<file path="src/rtl/magnitude_pipe.sv">
// magnitude_pipe: three-stage gradient-magnitude unit for the Sobel edge path.
// S1 takes |gx|,|gy|; S2 forms the squared or L1 sum; S3 quantises and saturates
// into the output register. One global advance signal stalls the whole pipe
// when the sink refuses a valid pixel. A saturating counter tallies accepted
// non-zero pixels.
module magnitude_pipe #(
   parameter int G_WIDTH   = 10,
   parameter int PIX_WIDTH = 4,
   parameter int SHIFT     = 4,
   parameter int Q_SQ      = 2,
   parameter int Q_L1      = 6,
   parameter int CNT_WIDTH = 16
) (
   input  logic                        clk,
   input  logic                        n_rst,
   input  logic signed [G_WIDTH-1:0]   gx,
   input  logic signed [G_WIDTH-1:0]   gy,
   input  logic        [1:0]           mode,
   input  logic        [G_WIDTH:0]     thresh,
   input  logic                        in_valid,
   output logic                        in_ready,
   output logic        [PIX_WIDTH-1:0] pixel,
   output logic                        out_valid,
   input  logic                        out_ready,
   input  logic                        clr_cnt,
   output logic        [CNT_WIDTH-1:0] edge_cnt
);

   localparam int SX_W = G_WIDTH - SHIFT;
   localparam int SQ_W = 2 * SX_W + 1;
   localparam int L1_W = G_WIDTH + 1;
   localparam int S_W  = (SQ_W > L1_W) ? SQ_W : L1_W;

   localparam logic [PIX_WIDTH-1:0] PMAX    = '1;
   localparam logic [CNT_WIDTH-1:0] CNT_MAX = '1;
   localparam logic [1:0]           MODE_L1 = 2'd1;
   localparam logic [1:0]           MODE_TH = 2'd2;

   // Magnitude as unsigned: the most-negative code maps to 2^(G_WIDTH-1) without wrapping.
   function automatic logic [G_WIDTH-1:0] abs_g(input logic signed [G_WIDTH-1:0] v);
      abs_g = v[G_WIDTH-1] ? $unsigned(-v) : $unsigned(v);
   endfunction

   // Clamp a full-precision sum to the pixel range.
   function automatic logic [PIX_WIDTH-1:0] sat_pix(input logic [S_W-1:0] v);
      sat_pix = (v > S_W'(PMAX)) ? PMAX : v[PIX_WIDTH-1:0];
   endfunction

   logic                 adv;
   logic                 vld_p1_q, vld_p2_q;
   logic [G_WIDTH-1:0]   ax_p1_q, ay_p1_q;
   logic [1:0]           mode_p1_q, mode_p2_q;
   logic [G_WIDTH:0]     thresh_p1_q, thresh_p2_q;
   logic [S_W-1:0]       s_p2_q;
   logic [PIX_WIDTH-1:0] pixel_q;
   logic                 out_valid_q;
   logic [CNT_WIDTH-1:0] edge_cnt_q;

   logic [G_WIDTH-1:0]   ax_d, ay_d;
   logic [SQ_W-1:0]      sx_d, sy_d, sq_d;
   logic [L1_W-1:0]      l1_d;
   logic [S_W-1:0]       s_d;
   logic [PIX_WIDTH-1:0] pix_d;
   logic                 hs_nz;

   assign adv       = !(out_valid_q && !out_ready);
   assign in_ready  = adv;
   assign pixel     = pixel_q;
   assign out_valid = out_valid_q;
   assign edge_cnt  = edge_cnt_q;

   // Stage arithmetic: abs at the input, sum between S1 and S2, quantise between S2 and S3.
   always_comb begin
      ax_d  = abs_g(gx);
      ay_d  = abs_g(gy);
      sx_d  = SQ_W'(ax_p1_q >> SHIFT);
      sy_d  = SQ_W'(ay_p1_q >> SHIFT);
      sq_d  = sx_d * sx_d + sy_d * sy_d;
      l1_d  = L1_W'(ax_p1_q) + L1_W'(ay_p1_q);
      s_d   = S_W'(sq_d);
      if (mode_p1_q == MODE_L1 || mode_p1_q == MODE_TH)
         s_d = S_W'(l1_d);
      pix_d = sat_pix(s_p2_q >> Q_SQ);
      if (mode_p2_q == MODE_L1)
         pix_d = sat_pix(s_p2_q >> Q_L1);
      else if (mode_p2_q == MODE_TH)
         pix_d = (s_p2_q >= S_W'(thresh_p2_q)) ? PMAX : '0;
   end

   // Valid chain and output register; everything holds while the sink stalls.
   always_ff @(posedge clk or negedge n_rst) begin
      if (!n_rst) begin
         vld_p1_q    <= 1'b0;
         vld_p2_q    <= 1'b0;
         out_valid_q <= 1'b0;
         pixel_q     <= '0;
      end else if (adv) begin
         // stage boundary: input -> S1 -> S2 -> output
         vld_p1_q    <= in_valid;
         vld_p2_q    <= vld_p1_q;
         out_valid_q <= vld_p2_q;
         if (vld_p2_q)
            pixel_q <= pix_d;
      end
   end

   // Datapath registers carry mode/thresh alongside the data; no reset needed.
   always_ff @(posedge clk) begin
      if (adv) begin
         // stage boundary: input -> S1
         ax_p1_q     <= ax_d;
         ay_p1_q     <= ay_d;
         mode_p1_q   <= mode;
         thresh_p1_q <= thresh;
         // stage boundary: S1 -> S2
         s_p2_q      <= s_d;
         mode_p2_q   <= mode_p1_q;
         thresh_p2_q <= thresh_p1_q;
      end
   end

   assign hs_nz = out_valid_q && out_ready && (pixel_q != '0);

   // Saturating edge counter; a coincident clear and increment leaves exactly one.
   always_ff @(posedge clk or negedge n_rst) begin
      if (!n_rst)
         edge_cnt_q <= '0;
      else if (clr_cnt)
         edge_cnt_q <= hs_nz ? CNT_WIDTH'(1) : '0;
      else if (hs_nz && edge_cnt_q != CNT_MAX)
         edge_cnt_q <= edge_cnt_q + 1'b1;
   end

endmodule
</file>
<file path="config.mk">
export PLATFORM = sky130hd
export DESIGN_NAME = magnitude_pipe
export DESIGN_NICKNAME = d
export VERILOG_FILES = /design/src/rtl/magnitude_pipe.sv
export SDC_FILE = /design/constraint.sdc
export NUM_CORES = 1
export LEC_CHECK = 0
export ABC_AREA = 1
export BUFFER_PORTS_ARGS = -buffer_cell sky130_fd_sc_hd__buf_4
export CORE_UTILIZATION = 54
export DETAILED_ROUTE_END_ITERATION = 7
export PLACE_DENSITY = 0.79
export SYNTH_ARGS = -nofsm -noshare
export SYNTH_HDL_FRONTEND = slang
export SYNTH_SLANG_ARGS = --single-unit
</file>
<file path="constraint.sdc">
create_clock -name clk -period 6.4 [get_ports clk]
set_clock_uncertainty 0.1 [all_clocks]
set_input_delay 1.92 -clock clk [delete_from_list [all_inputs] [get_ports clk]]
set_output_delay 1.92 -clock clk [all_outputs]
set_load 0.05 [all_outputs]
</file>
==> flow_metrics.env <==
export IMPL_setup_tns_ps=0
export IMPL_diodes=0
export IMPL_grt_pass1_vias=4842
export IMPL_fin_nets=912
export IMPL_path_clk_slew_ps=60
export IMPL_period_share_pct=76.96
export IMPL_rsz0062_at_grt="false"
export IMPL_timing_fmax_mhz=203.0
export IMPL_via_per_inst=5.267
export IMPL_cts_repair_resize_count=0
export IMPL_status="completed"
export IMPL_reg2reg_slack_ps=1470
export IMPL_pwr_density_cell_nw_per_um2=523.8
export IMPL_setup_violations=0
export IMPL_cpMostUsedCell="fa_1"
export IMPL_critPathArrivalTime_ps=4920
export IMPL_clock_latency_ps=350
export IMPL_maxCapViolCount=0
export IMPL_synth_area_per_cell_um2=8.634
export IMPL_cp_max_fo=7
export IMPL_io_buffers=59
export IMPL_hold_buffers=0
export IMPL_synth_distinct_cells=34
export IMPL_hp_class="flip-flop to flip-flop"
export IMPL_area_growth_pct=13.83
export IMPL_critical_path_max_stage_delay_ps=550
export IMPL_drtIter0Drc=306
export IMPL_cts_root_to_sink_buffers=2
export IMPL_synth_seq_area_share_pct=37.50
export IMPL_peakVddDrop_mv=0.4161
export IMPL_whs_ps=319.4
export IMPL_worst_pin_slew_ps=746.2
export IMPL_ys_ff_latch=82
export IMPL_gp_congestion=0.8722
export IMPL_num_rows=38
export IMPL_routed_wl_um=12900
export IMPL_synth_nets=848
export IMPL_totalPowerFinal_w=0.003733
export IMPL_dp_slack_ps=1491
export IMPL_syn_cell_area_um2=6260
export IMPL_post_route_drc_count=0
export IMPL_worstSetupPathType="flip-flop to flip-flop"
export IMPL_vias=4919
export IMPL_track_usage_pct=23.38
export IMPL_ios=60
export IMPL_start_util_pct=56.51
export IMPL_die_h_um=109.7
export IMPL_worstPathRequired_ps=6400
export IMPL_drtAntennaViolNets=0
export IMPL_grt_max_degree=64
export IMPL_slowest_stage="fa_1"
export IMPL_grt_pass1_wl_um=21340
export IMPL_overflow=0
export IMPL_die_area_um2=12030
export IMPL_cts_inserted_buffers=9
export IMPL_postCtsSetupRepairBufs=0
export IMPL_cp_end_kind="flip-flop"
export IMPL_antenna_found_initial=0
export IMPL_drt_pass1_iterations=6
export IMPL_hpwlAfterDp_um=10180
export IMPL_maxSlewHeadroom_pct=50.25
export IMPL_cts_root_buf="clkbuf_16"
export IMPL_wl_per_cell_um=13.81
export IMPL_cts_tree="yes"
export IMPL_die_w_um=109.7
export IMPL_min_period_ps=4925
export IMPL_cts_sinks=82
export IMPL_htree_num_levels=3
export IMPL_yosys_warnings=0
export IMPL_postSynthCellCount=725
export IMPL_drive_gt1_share_pct=11.96
export IMPL_power_leakage_nw=3.640
export IMPL_hold_viol=0
export IMPL_slew_viol_final=0
export IMPL_worst_slack_ps=1475
export IMPL_path_cells="nand2_1 > inv_1 > ha_1 > xor2_1 > fa_1 > inv_1 > fa_1 > inv_1 > fa_1 > fa_1 > inv_1 > fa_1 > nand3_1 > nand2_1 > nand4_1 > nand3_1 > nand2_1 > nor2_1"
export IMPL_critPathLaunchType="flip-flop"
export IMPL_core_area_um2=11080
## per-layer routing
| layer | up-vias | wire length, um | GRT usage, % |
|---|---|---|---|
| met3 | 31 | 566 | 4.564 |
| li1 | 2420 | - | - |
| met5 | - | 0 | 0 |
| met4 | 0 | 288 | 8.571 |
| met1 | 2322 | 5446 | 27.26 |
| met2 | 146 | 6602 | 42.45 |
## area by class of cell
cell class / instances / area [um2]
fillers: 903 / 3953
flip-flops and latches: 82 / 2347
clock inverters: 5 / 63.81
multi-input cells: 482 / 3278
inverters: 154 / 578.1
repair buffers: 60 / 450.4
clock buffers: 11 / 232.7
well taps: 140 / 175.2
## synth_stat cells
cell type	count	area, um2
nor2_1	51	191.4
o21ai_0	26	130.1
fa_1	36	720.7
nand2_1	170	638.1
nand4_1	12	75.07
or2_2	6	37.54
nor3_1	7	35.03
xnor2_1	9	78.83
nand3_1	36	180.2
clkbuf_1	2	7.510
o21ai_2	5	43.79
dfrtp_1	23	575.6
and3_4	1	11.26
nand2_2	2	12.51
nand3b_1	5	37.54
inv_1	154	578.1
xor2_1	21	183.9
buf_6	2	22.52
edfxtp_1	59	1772
a21o_1	1	7.510
o31ai_1	1	7.510
nor2_8	1	20.02
o21ai_1	1	5.000
ha_1	49	613.1
nor2_2	3	18.77
a31oi_1	4	25.02
clkbuf_4	1	7.510
nor2_4	1	11.26
a21oi_1	25	125.1
mux2_2	1	11.26
nor4_1	2	12.51
o21bai_1	6	45.04
clkbuf_8	1	13.76
buf_2	1	5.000
## final timing paths
path	startpoint	end	cells after the start
worst max-delay path	ay_p1_q[5]	s_p2_q[12]	18
worst min-delay path	thresh_p1_q[0]	thresh_p2_q[0]	0
worst max register to register	ay_p1_q[5]	s_p2_q[12]	18
worst min register to register	thresh_p1_q[0]	thresh_p2_q[0]	0
max in group asynchronous	n_rst	edge_cnt[14]	1
min in group asynchronous	n_rst	pixel[3]	1
## state kept, by name, indices dropped and copies added (netlist names)
register and count:
vld_p1_q 1, ay_p1_q 10, s_p2_q 13, thresh_p1_q 11, pixel 4, vld_p2_q 1, edge_cnt 16, mode_p1_q 2
ax_p1_q 10, out_valid 1, mode_p2_q 2, thresh_p2_q 11
## critical path, delay by kind of cell (launching register included)
family | cells | cell delay (ps)
adders and majority gates | 6 | 2920
and+or+nand+nor | 7 | 700
DFF | 1 | 500
buffers and inverters | 4 | 260
xor gates and xnor gates | 1 | 190
## cells by family after synthesis
logic type               after synthesis  synth area share [%]
AND/OR/NAND/NOR                      297                 20.47
adder cells (fa/ha/maj)               85                 21.31
buffers and inverters                161                 10.13
XOR/XNOR                              30                 4.198
multiplexers                           1                0.1799
AO/OA/AOI/OAI                         69                 6.216
flip-flops                            82                 37.50
## power by group
group          total [W]  switching, W  internal (W)
combinational    0.00236       0.00147      0.000883
sequential      0.000856     0.0000939      0.000762
clock           0.000520      0.000215      0.000305
## stage by stage
| stage | utilization [%] | cell area [um2] | instances |
|---|---|---|---|
| after global routing | 64.32 | 7126 | 934 |
| final | 64.32 | 7126 | 934 |
| after floorplan | - | 6260 | 725 |
| after global placement | 61.64 | 6829 | 918 |
| after CTS | 64.32 | 7126 | 934 |
| after detailed placement | 61.64 | 6829 | 918 |
## cells in the final DEF, fill, tap and decap left out, types with 2 or more instances in the layout
| cell | n |
|---|---|
| clkbuf_16 | 9 |
| nor2_1 | 51 |
| buf_4 | 60 |
| nand4_1 | 12 |
| clkinv_4 | 2 |
| nor3_1 | 7 |
| o21bai_1 | 6 |
| inv_1 | 153 |
| edfxtp_1 | 59 |
| nor4_1 | 2 |
| xnor2_1 | 9 |
| o21ai_0 | 26 |
| a31oi_1 | 4 |
| clkbuf_1 | 2 |
| fa_1 | 36 |
| o21ai_2 | 5 |
| xor2_1 | 21 |
| nor2_2 | 3 |
| nand2_1 | 170 |
| nand2_2 | 2 |
| a21oi_1 | 25 |
| dfrtp_1 | 23 |
| nand3_1 | 36 |
| ha_1 | 49 |
| nand3b_1 | 5 |
| or2_2 | 6 |
Power figures use the tool's default switching activity.
